<file path="src/rtl/tile_diff_scanner.sv">
// Grid scanner: walks the tile map, priority-encodes obj_req and stalls on every cell whose
// code differs from the shadow map until the display engine acknowledges. Define TILE_DIFF_COUNT_EN for diff_count.
module tile_diff_scanner #(
  parameter int GRID_W = 16,
  parameter int GRID_H = 12,
  parameter int N_OBJ  = 4,
  parameter int CODE_W = 3
) (
  input  logic              clk,
  input  logic              nrst,
  input  logic              sync_reset,
  input  logic [N_OBJ-1:0]  obj_req,
  input  logic              redraw,
  input  logic              cmd_done,
  output logic [3:0]        x,
  output logic [3:0]        y,
  output logic [CODE_W-1:0] obj_code,
  output logic              diff,
  output logic              init_cycle,
  output logic              en_update,
  output logic              frame_done,
  output logic [7:0]        diff_count
);

  typedef enum logic [1:0] {SCAN, WAIT, DONE} state_t;

  localparam int MAP_N = GRID_W * GRID_H;
  localparam int IDX_W = $clog2(MAP_N);
  localparam logic [3:0] X_LAST = 4'(GRID_W - 1);
  localparam logic [3:0] Y_LAST = 4'(GRID_H - 1);

  state_t state, next_state;
  logic [CODE_W-1:0] code;
  logic [CODE_W-1:0] shadow [MAP_N];
  logic [IDX_W-1:0]  cell_idx;
  logic cell_changed, last_cell, ack;
  logic ack_lock, redraw_latch, frame_changed;
  logic capture, advance, finish;

  // Lowest set request bit wins; code 0 means an empty cell.
  always_comb begin
    code = '0;
    for (int i = N_OBJ - 1; i >= 0; i--) begin
      if (obj_req[i]) code = CODE_W'(i + 1);
    end
  end

  assign cell_idx     = IDX_W'(int'(y) * GRID_W + int'(x));
  assign cell_changed = (code != shadow[cell_idx]) || init_cycle;
  assign last_cell    = (x == X_LAST) && (y == Y_LAST);
  // A held-high cmd_done may acknowledge only one WAIT; it must drop before the next one.
  assign ack          = cmd_done && !ack_lock;

  always_ff @(posedge clk or negedge nrst) begin
    if (!nrst)           state <= SCAN;
    else if (sync_reset) state <= SCAN;
    else                 state <= next_state;
  end

  always_comb begin
    next_state = state;
    case (state)
      SCAN: begin
        if (cell_changed)   next_state = WAIT;
        else if (last_cell) next_state = DONE;
      end
      WAIT: if (ack) next_state = last_cell ? DONE : SCAN;
      DONE: next_state = SCAN;
      default: next_state = SCAN;
    endcase
  end

  always_comb begin
    capture = 1'b0;
    advance = 1'b0;
    finish  = 1'b0;
    case (state)
      SCAN: begin
        capture = cell_changed;
        advance = !cell_changed;
      end
      WAIT: advance = ack;
      DONE: finish = 1'b1;
      default: ;
    endcase
  end

  always_ff @(posedge clk or negedge nrst) begin
    if (!nrst) begin
      x <= '0; y <= '0; obj_code <= '0; diff <= 1'b0;
      init_cycle <= 1'b1; en_update <= 1'b0; frame_done <= 1'b0;
      ack_lock <= 1'b0; redraw_latch <= 1'b0; frame_changed <= 1'b0;
      for (int i = 0; i < MAP_N; i++) shadow[i] <= '0;
    end else if (sync_reset) begin
      x <= '0; y <= '0; obj_code <= '0; diff <= 1'b0;
      init_cycle <= 1'b1; en_update <= 1'b0; frame_done <= 1'b0;
      ack_lock <= 1'b0; redraw_latch <= 1'b0; frame_changed <= 1'b0;
      for (int i = 0; i < MAP_N; i++) shadow[i] <= '0;
    end else begin
      frame_done <= 1'b0;
      en_update  <= 1'b0;
      if (!cmd_done) ack_lock <= 1'b0;
      if (redraw) redraw_latch <= 1'b1;
      if (capture) begin
        shadow[cell_idx] <= code;
        obj_code         <= code;
        diff             <= 1'b1;
        frame_changed    <= 1'b1;
      end
      if (advance) begin
        diff <= 1'b0;
        if (state == WAIT) ack_lock <= 1'b1;
        if (!last_cell) begin
          if (x == X_LAST) begin
            x <= '0;
            y <= y + 4'd1;
          end else begin
            x <= x + 4'd1;
          end
        end
      end
      // End of frame: rewind and arm the next frame's full-redraw flag.
      if (finish) begin
        frame_done    <= 1'b1;
        en_update     <= frame_changed;
        x             <= '0;
        y             <= '0;
        init_cycle    <= redraw_latch | redraw;
        redraw_latch  <= 1'b0;
        frame_changed <= 1'b0;
      end
    end
  end

`ifdef TILE_DIFF_COUNT_EN
  logic [7:0] wait_cnt;

  always_ff @(posedge clk or negedge nrst) begin
    if (!nrst) begin
      wait_cnt   <= '0;
      diff_count <= '0;
    end else if (sync_reset) begin
      wait_cnt   <= '0;
      diff_count <= '0;
    end else if (finish) begin
      diff_count <= wait_cnt;
      wait_cnt   <= '0;
    end else if (capture && wait_cnt != 8'hFF) begin
      wait_cnt <= wait_cnt + 8'd1;
    end
  end
`else
  assign diff_count = '0;
`endif

endmodule
</file>
<file path="config.mk">
export PLATFORM = sky130hd
export DESIGN_NAME = tile_diff_scanner
export DESIGN_NICKNAME = d
export VERILOG_FILES = /design/src/rtl/tile_diff_scanner.sv
export SDC_FILE = /design/constraint.sdc
export NUM_CORES = 1
export LEC_CHECK = 0
export ABC_CLOCK_PERIOD_IN_PS = 3500
export BUFFER_PORTS_ARGS = -buffer_cell sky130_fd_sc_hd__buf_2
export CAP_MARGIN = 5
export CORE_MARGIN = 5
export CORE_UTILIZATION = 30
export CTS_CLUSTER_SIZE = 40
export DETAILED_ROUTE_END_ITERATION = 6
export GPL_TIMING_DRIVEN = 1
export SETUP_SLACK_MARGIN = 0.2
export SLEW_MARGIN = 20
export SYNTH_ARGS = -nofsm -noshare
export SYNTH_HDL_FRONTEND = slang
export SYNTH_SLANG_ARGS = --single-unit
export TNS_END_PERCENT = 10
</file>
<file path="constraint.sdc">
create_clock -name clk -period 3.5 [get_ports clk]
set_input_delay 0.35 -clock clk [delete_from_list [all_inputs] [get_ports clk]]
set_output_delay 0.35 -clock clk [all_outputs]
set_load 0.02 [all_outputs]
</file>
# ---- Word-level counts from Yosys, hierarchy flattened
# Index checks and enable logic that the tools add are counted.
dict set report word_totals {
  reg_bits 596
  inputBits 9
  output_inout_bits 23
  wordCells 286
}
dict set report classes {
  addsub 3
  order_cmp 2
  n_eq_ne 8
  muxes 51
  n_bitwise 2
  n_reduce_logical 17
}
# operator count
set ops {}
lappend ops {{$mux 576} 2}
lappend ops {{$bwmux 576} 1}
lappend ops {{$mux 4} 10}
lappend ops {{$mux 3} 9}
lappend ops {{$bmux 3 s8} 1}
lappend ops {{$demux 3 s8} 1}
lappend ops {{$mux 1} 20}
lappend ops {{$reduce_bool 3->1} 5}
lappend ops {{$mux 2} 5}
lappend ops {{$ge 9x9->1 const B} 1}
lappend ops {{$lt 9x1->1 const B} 1}
lappend ops {{$not 8->9} 1}
lappend ops {{$add 4x1->4 const B} 2}
lappend ops {{$add 8x4->8} 1}
lappend ops {{$eq 4x4->1 const B} 2}
lappend ops {{$ne 4x4->1 const B} 1}
lappend ops {{$pmux 2 s2} 1}
lappend ops {{$reduce_and 2->1} 2}
lappend ops {{$reduce_bool 2->1} 2}
lappend ops {{$logic_and 1x1->1} 3}
lappend ops {{$ne 3x2->1 const B} 1}
lappend ops {{$ne 3x3->1} 1}
lappend ops {{$ne 3x3->1 const B} 1}
lappend ops {{$reduce_and 3->1} 1}
lappend ops {{other kinds (7)} 8}

# ---- Depth between registers and ports, before layout
# Gate-level depths: netlist of the first run.
dict set report logic_depth {
  word_depth 12
  mapped_depth 18
  mapped_depth_nobuf 10
}

# ---- Least setup slack after synthesis of the first run
# Ideal clock, no wire load.
dict set report synth_timing {
  path_type {reg2reg}
  startpoint {reg x[0]}
  endpoint {reg shadow[288] in the netlist's numbering}
  t_arrival_ns 3.530
  path_slack_ns -0.109
  stages_incl_launch_ff 17
  cell_sequence {dfrtp_1 > clkbuf_2 > buf_6 > buf_2 > mux4_2 > a22oi_1 > a21oi_1 > o41ai_1 > a21oi_1 > a21oi_2 > xor2_2 > o211ai_1 > buf_6 > buf_12 > buf_12 > nand3_4 > mux2i_1}
}
dict set report synth_via {
  elab_chain_len 9
  elab_cells_between_ends 17
  cone_classes {1 x add/sub; 2 x order compare; 1 x eq/ne; 9 x mux; 1 x bitwise; 3 x reduce/logical}
}
# element line_no
set synth_lines {}
lappend synth_lines {{start, declared} 15} ;# output logic [3:0] x,
lappend synth_lines {{start signal, assigned} 118} ;# x <= x + 4'd1;
lappend synth_lines {{$add 8x4->8 (*)} 48} ;# assign cell_idx = IDX_W'(int'(y) * GRID_W + int'(x));
lappend synth_lines {{$not 8->9 (not written as such) (*)} {49, 105}}
lappend synth_lines {{$bmux 3 s8 (tied with other cells)} 49} ;# assign cell_changed = (code != shadow[cell_idx]) || init_cycle;
lappend synth_lines {{$mux 3 (not written as such) / $logic_and 1x1->1 (equally long branches)} {49, 105}}
lappend synth_lines {{$mux 3, on equally long branches} {49, 105}}
lappend synth_lines {{$ne 3x3->1 / $demux 3 s8 (equally long branches)} {49, 105}}
lappend synth_lines {{$logic_or 1x1->1 / $bwmux 576 (equally long branches)} {49, 105}}
lappend synth_lines {{$mux 1 / $mux 576 (equally long branches)} {77, 104}}
lappend synth_lines {{$reduce_bool 2->1 (no line) / $mux 576 (equally long branches)} n/a}
lappend synth_lines {{end signal, assigned by index} 105} ;# shadow[cell_idx] <= code;
lappend synth_lines {{end, declared} 34} ;# logic [CODE_W-1:0] shadow [MAP_N];
# Mark *: on every way between the ends. The rest lies on a longest branch, timed or not. The select of a mux whose other input is x is not followed.
# A chain may end at the register's enable or synchronous reset.

# ---- Worst setup path after layout of the first run
dict set report layout_timing {
  startpoint {reg x[0]}
  endpoint {reg shadow[332] in the netlist's numbering}
}
# Same word-level chain as after synthesis.

==> out/results.txt, run 1 <==
Outcome -> finished with violations
Failing checks -> negative setup slack
WL final -> 96.2 mm
All-layer global routing usage -> 0.161
Placer Congestion -> 0.871
Gr ovfl total -> 0
Largest net degree at the start of global routing -> 293
CTS Buffer Depth -> 3
Ys Warns -> 0
Syn_area_per_cell -> 12.2 µm²
CTS tree -> yes
Fmax -> 249 MHz
#FFs+latches synth -> 596
P_leak -> 0.0194 µW
Crit. End Element -> flop
Starting Density -> 0.303
Buffers on Ports -> 23
DR vias/cell -> 5.03
Vias in the first global route -> 23000
Final min period -> 4010 ps
Post-Syn Area -> 33000 µm²
Area delta synth->final -> 23.4%
WP buf/inv -> 8
Worst hold slack -> 271 ps
Die area -> 117000 µm²
Measured slew at the worst slew-check pin -> 1300 ps
Post-synthesis sequential area ratio -> 0.451
Ant. Diodes -> 0
Die Wd -> 342 µm
Yosys cell types -> 58
Worst R2R Setup Slack -> -510 ps
Final-report hold violation count -> 0
PnR worst setup slack -> -513 ps
Critical path class -> flop to flop
Final Util -> 0.373
Vias -> 22000
HP Class -> primary input to flop
Post-synth ARST share -> 1.00
Ratio of cells with drive above 1 in the final layout -> 0.267
Placeable Area -> 109000 µm²
Crit-path cells -> buf_6 -> buf_12 -> buf_4 -> mux4_2 -> a22oi_1 -> a21oi_1 -> o41ai_2 -> buf_4 -> a21oi_4 -> a21oi_4 -> xor2_2 -> o211ai_1 -> buf_6 -> buf_6 -> buf_12 -> buf_12 -> nand3_4 -> mux2i_1
Peak supply drop -> 0.000251 V
Pwr/cell area -> 371 nW/µm²
CP peak stage delay -> 550 ps
CTS root buf -> clkbuf_16
Drc violations -> 0
Ranking of synthesized cells by area -> dfrtp_1 45%, mux2i_1 19%, nand2b_1 11%, mux4_2 8.1%, nand3_4 5.3%
Yosys top cell area share -> 0.451
Chip Height -> 342 µm
First-pass GRT wire length -> 147 mm
CP arrival -> 4470 ps
Overall Power -> 15100 µW
Clock-pin slew on the worst setup and hold paths -> 60 ps
Tcrit/Tclk final -> 1.15
1st-iter DRT viols -> 2022
Antenna violations before repair -> 0
Critical-path top delay cell -> mux4_2
CP Launch Type -> flop
Post-route ant nets -> 0
Delay-heaviest family, CP -> buffers and inverters
Clock skew -> 35.1 ps
Post-synth EDFFs -> 0
Row cnt -> 121
Htree depth -> 3
DRT Pass-1 Iters -> 5
Clock sink count -> 596
Max_cap viols -> 0
Worst-Skew Late Latency -> 620 ps
Final Setup Violations -> 591
Post-Syn Instances -> 2702
RSZ-0062 raised after global routing -> yes
Crit Path Max Fanout -> 8
Ports -> 32
WL per Instance -> 22.0 µm
CTS buffer count -> 71
Hpwl dp -> 61.0 mm
Worst path required time -> 3950 ps
Yosys top cell by area -> dfrtp_1
Rel. slew slack -> 0.133
# nets final -> 2864
Ys flop type -> dfrtp_1
Slew Viols, Final -> 0
[worst reg2reg max path, stage by stage, from the launching register on]
cell and delay, ps:
dfrtp_4 470, buf_6 140, buf_12 140, buf_4 210
mux4_2 550, a22oi_1 230, a21oi_1 120, o41ai_2 400
buf_4 200, a21oi_4 60, a21oi_4 150, xor2_2 80
o211ai_1 170, buf_6 190, buf_6 150, buf_12 130
buf_12 160, nand3_4 110, mux2i_1 190
[metrics by stage]
stage / cells / setup TNS [ps] / cell area [µm²] / worst slack [ps]
after global placement: 4185 / -529670 / 36100 / -1010
final: 4371 / -245690 / 40800 / -513
after CTS: 4343 / -182110 / 39500 / -399
after detailed placement: 4185 / -477690 / 36100 / -932
after floorplan: 2709 / 0 / 33100 / 34.5
after global routing: 4371 / -293130 / 40800 / -597
[power breakdown]
group | internal [µW] | switching, µW
logic | 406 | 584
clock network | 4230 | 3000
registers | 6900 | 13.5
total | 11500 | 3600
[layout make-up]
type / count / area (µm²)
Fill cell: 10400 / 68400
Clock inverter: 14 / 145
Inverter: 11 / 41.3
Multi-Input combinational cell: 1861 / 18200
Sequential cell: 596 / 14900
Tap cell: 1476 / 1850
Clock buffer: 107 / 2080
Timing Repair Buffer: 306 / 3550
[cells in the mapped netlist, types with 2 or more instances]
library cell and instances:
nor2_1 64, a31oi_1 2, or3_1 2, nor4b_1 2
and3_1 3, buf_12 11, buf_6 14, and2_1 2
mux2i_1 633, o211ai_1 4, nand2_1 52, inv_1 11
o211a_1 2, o41ai_1 2, or2_2 3, buf_2 24
mux4_2 119, nand3_4 100, nor4_1 3, a22oi_1 68
or4_1 2, nor3_1 5, mux2_2 3, a311oi_1 3
clkbuf_1 170, nand2b_1 581, buf_4 13, buf_1 8
o2111ai_1 3, a22o_1 6, nand4_1 4, nand3_1 99
o21ai_0 3, nand3_2 3, a21oi_1 48, nor2b_1 7
ha_1 8, dfrtp_1 595
[kinds of logic (layout without fill, tap and decap cells)]
logic type | count (synthesis) | after routing | synth area share
AND/OR/NAND/NOR | 937 | 937 | 0.200
multiplexers | 755 | 755 | 0.274
flip-flops | 596 | 596 | 0.451
buffers and inverters | 252 | 438 | 0.0396
AO/OA/AOI/OAI | 150 | 150 | 0.0311
adder cells (fa/ha/maj) | 8 | 8 | 0.00303
XOR/XNOR | 3 | 3 | 0.00102
other | 1 | 8 | 0.000113
[metal layers]
metal / vias to the layer above / GRT usage / share of wire
met5: - / 0 / 0
met4: 0 / 0.0506 / 0.027
met3: 137 / 0.0383 / 0.061
met2: 528 / 0.248 / 0.45
met1: 11500 / 0.225 / 0.46
li1: 9837 / - / -
[final timing paths]
check / start / cells past startpoint / endpoint
worst min-delay path: obj_req[2] / 5 / obj_code[2]
worst max register to register: x[0] / 18 / shadow[332]
max in group asynchronous: nrst / 3 / shadow[129]
min in group asynchronous: nrst / 2 / shadow[213]
worst max-delay path: x[0] / 18 / shadow[332]
worst min register to register: redraw_latch / 2 / redraw_latch
[placed cells by master, fill, tap and decap left out, types with 3 or more instances in the layout]
master / netlist / routed
a22o_1: 6 / 6
buf_4: 13 / 178
nor3_1: 5 / 4
ha_1: 8 / 4
and3_1: 3 / 3
buf_6: 14 / 19
o21ai_0: 3 / 3
buf_2: 24 / 21
nor2_1: 64 / 63
a22oi_2: 0 / 18
buf_12: 11 / 50
ha_4: 0 / 4
a311oi_1: 3 / 3
mux4_2: 119 / 119
inv_1: 11 / 11
nor4_2: 1 / 3
dfrtp_1: 595 / 593
nand3_4: 100 / 178
nand3_1: 99 / 12
buf_16: 0 / 15
nand2b_1: 581 / 580
dlygate4sd3_1: 0 / 3
nand2_1: 52 / 51
bufbuf_16: 0 / 3
clkbuf_16: 0 / 84
nor2b_1: 7 / 5
a22oi_1: 68 / 50
buf_8: 0 / 7
mux2i_1: 633 / 632
a21oi_1: 48 / 41
nand4_1: 4 / 4
clkbuf_8: 0 / 10
o211ai_1: 4 / 4
conb_1: 1 / 8
a21oi_2: 1 / 6
clkbuf_1: 170 / 23
clkinv_2: 0 / 7
nand3_2: 3 / 12
[registers in the layout, summed over array words and instances (netlist names), 2 cells and up]
name      cells
state         2
shadow      576
x             4
obj_code      3
y             4
[repair_timing]
action	4_1_cts	5_1_grt
cloned	11	11
hold buffers	3	0
buffers inserted	23	17
gates resized for setup	131	130
endpoints found under the setup margin	591	591
hold endpoints to repair	55	0
pin swaps	8	11
(Power assumes the default switching activity.)
==> run 2: changes to the inputs <==
- ABC_CLOCK_PERIOD_IN_PS: 3500 -> default
- CTS_BUF_LIST: default -> sky130_fd_sc_hd__clkbuf_8
==> out/results.txt, run 2 (synthesis gave the netlist of run 1 again) <==
HP Class -> primary input to flop
Area delta synth->final -> 21.7%
WL per Instance -> 21.6 µm (-1.9%)
P_leak -> 0.0194 µW (about the same)
Measured slew at the worst slew-check pin -> 1230 ps (-71.4 ps)
Clock skew -> 60.0 ps (+24.9 ps)
PnR worst setup slack -> -467 ps (+45.4 ps)
Final-report hold violation count -> 0 (unchanged)
Post-Layout Inst Area -> 40200 µm² (-1.3%)
CP peak stage delay -> 510 ps (-40 ps)
CP Launch Type -> flop
Ports -> 32 (unchanged)
Vias -> 22100 (+0.55%)
Failing checks -> negative setup slack
Placer Congestion -> 0.871 (unchanged)
Worst path most repeated cell -> buf_12
Max FFs per register -> 576 (unchanged)
CTS tree -> yes
Ratio of cells with drive above 1 in the final layout -> 0.285 (+0.0175)
Pwr/cell area -> 364 nW/µm² (-2.1%)
Crit. End Element -> flop
Gr ovfl total -> 0 (unchanged)
CTS Buffer Depth -> 3 (unchanged)
Largest net degree at the start of global routing -> 293 (unchanged)
Die Wd -> 342 µm (unchanged)
Commonest non-fill, non-tap cell in the layout -> mux2i_1
Die area -> 117000 µm² (unchanged)
Clock sink count -> 596 (unchanged)
Drc violations -> 0 (unchanged)
Placeable Area -> 109000 µm² (unchanged)
Slew Viols, Final -> 0 (unchanged)
Worst-Skew Late Latency -> 740 ps (+120 ps)
DP Area -> 36100 µm² (unchanged)
Clock-pin slew on the worst setup and hold paths -> 80 ps (+20 ps)
DRT Pass-1 Iters -> 5 (unchanged)
Largest registers -> shadow: 576 flops, x: 4 flops, y: 4 flops
Vias in the first global route -> 23200 (+0.96%)
Post-route ant nets -> 0 (unchanged)
1st-iter DRT viols -> 1934 (-4.4%)
Final min period -> 3970 ps (-45.4 ps)
CTS buffer count -> 106 (+49%)
Worst hold slack -> 141 ps (-130 ps)
Rel. slew slack -> 0.180 (+0.0476)
Crit-path cells -> buf_8 -> buf_12 -> buf_16 -> mux4_2 -> a22oi_2 -> a21oi_2 -> nor4_2 -> buf_4 -> mux2_4 -> o21ai_2 -> xor2_1 -> o211ai_1 -> buf_4 -> buf_12 -> buf_12 -> nand3_2 -> mux2i_1
Outcome -> finished with violations
Worst path required time -> 4080 ps (+130 ps)
Critical path class -> flop to flop
Critical-path top delay cell -> mux4_2
Peak supply drop -> 0.000330 V (+31%)
RSZ-0062 raised after global routing -> yes
Chip Height -> 342 µm (unchanged)
Starting Density -> 0.303 (unchanged)
Tcrit/Tclk final -> 1.13 (-0.0130)
CP arrival -> 4550 ps (+80 ps)
Buffers on Ports -> 23 (unchanged)
Fmax -> 252 MHz (+1.1%)
Htree depth -> 3 (unchanged)
Crit Path Max Fanout -> 18 (+10)
Top reg by flops -> shadow
Antenna violations before repair -> 1 (+1)
WL final -> 95.7 mm (-0.44%)
CTS root buf -> clkbuf_8
# nets final -> 2889 (+0.87%)
Final Setup Violations -> 591 (unchanged)
Hpwl dp -> 61.0 mm (unchanged)
Max_cap viols -> 0 (unchanged)
First-pass GRT wire length -> 148 mm (+0.58%)
All-layer global routing usage -> 0.161 (+0.000618)
DR vias/cell -> 4.99 (-0.93%)
Row cnt -> 121 (unchanged)
Commonest non-fill, non-tap cells in the layout -> 632 x mux2i_1, 593 x dfrtp_1, 580 x nand2b_1
-- run 2: path summary, 6_finish.rpt --
kind | from | to | slack [ps] | cells after the start
worst min register to register | redraw_latch | redraw_latch | 490 | 2
worst min-delay path | obj_req[2] | obj_code[2] | 140 | 5
worst max-delay path | x[0] | shadow[571] | -470 | 17
min in group asynchronous | nrst | shadow[213] | 190 | 2
max in group asynchronous | nrst | shadow[136] | 2290 | 3
worst max register to register | x[0] | shadow[571] | -470 | 17
-- run 2: repair_timing --
item | 4_1_cts | 5_1_grt
hold buffers | 3 | 0
endpoints found under the setup margin | 591 | 591
resized for setup | 134 | 100
pin swaps | 11 | 21
setup buffers | 22 | 16
gates cloned | 11 | 3
hold endpoints to repair | 56 | 0
-- run 2: per-stage QoR --
| stage | worst slack [ps] | util | total power [µW] | std cells | setup TNS (ps) |
|---|---|---|---|---|---|
| 2_1_floorplan | 34.5 | - | 7540 | 2709 | 0 |
| 3_3_place_gp | -1010 | 0.331 | 7920 | 4185 | -529670 |
| 3_5_place_dp | -932 | 0.331 | 7920 | 4185 | -477690 |
| 4_1_cts | -398 | 0.362 | 14800 | 4416 | -188390 |
| 5_1_grt | -561 | 0.368 | 15200 | 4436 | -277350 |
| 6_report | -467 | 0.368 | 14600 | 4436 | -226130 |
-- run 2: power by group --
part	switching (µW)	internal (µW)	leakage, µW
Combinational	584	398	0.00981
Sequential	13.6	6900	0.00831
Clock	3100	3630	0.00128
Total	3690	10900	0.0194
-- run 2: critical path: cells and delay by family, from the launching register on --
family	cells	cell delay, ps
buffers and inverters	7	1170
multiplexers	3	840
AO/OA/AOI/OAI	4	590
AND/OR/NAND/NOR	2	530
flip-flops	1	470
XOR/XNOR	1	190
-- run 2: routing by layer --
layer | share of wire | GRT usage
met1 | 0.46 | 0.228
met2 | 0.45 | 0.247
met3 | 0.061 | 0.0386
met4 | 0.025 | 0.0483
met5 | 0 | 0
-- run 2: layout make-up --
| cell class | instances | area (µm²) |
|---|---|---|
| fill | 10500 | 68900 |
| multi-input combinational | 1861 | 18000 |
| sequential | 596 | 14900 |
| timing repair buffer | 296 | 3270 |
| clock buffer | 136 | 1870 |
| tap | 1476 | 1850 |
| clock inverter | 59 | 318 |
| inverter | 11 | 41.3 |
| antenna | 1 | 2.50 |
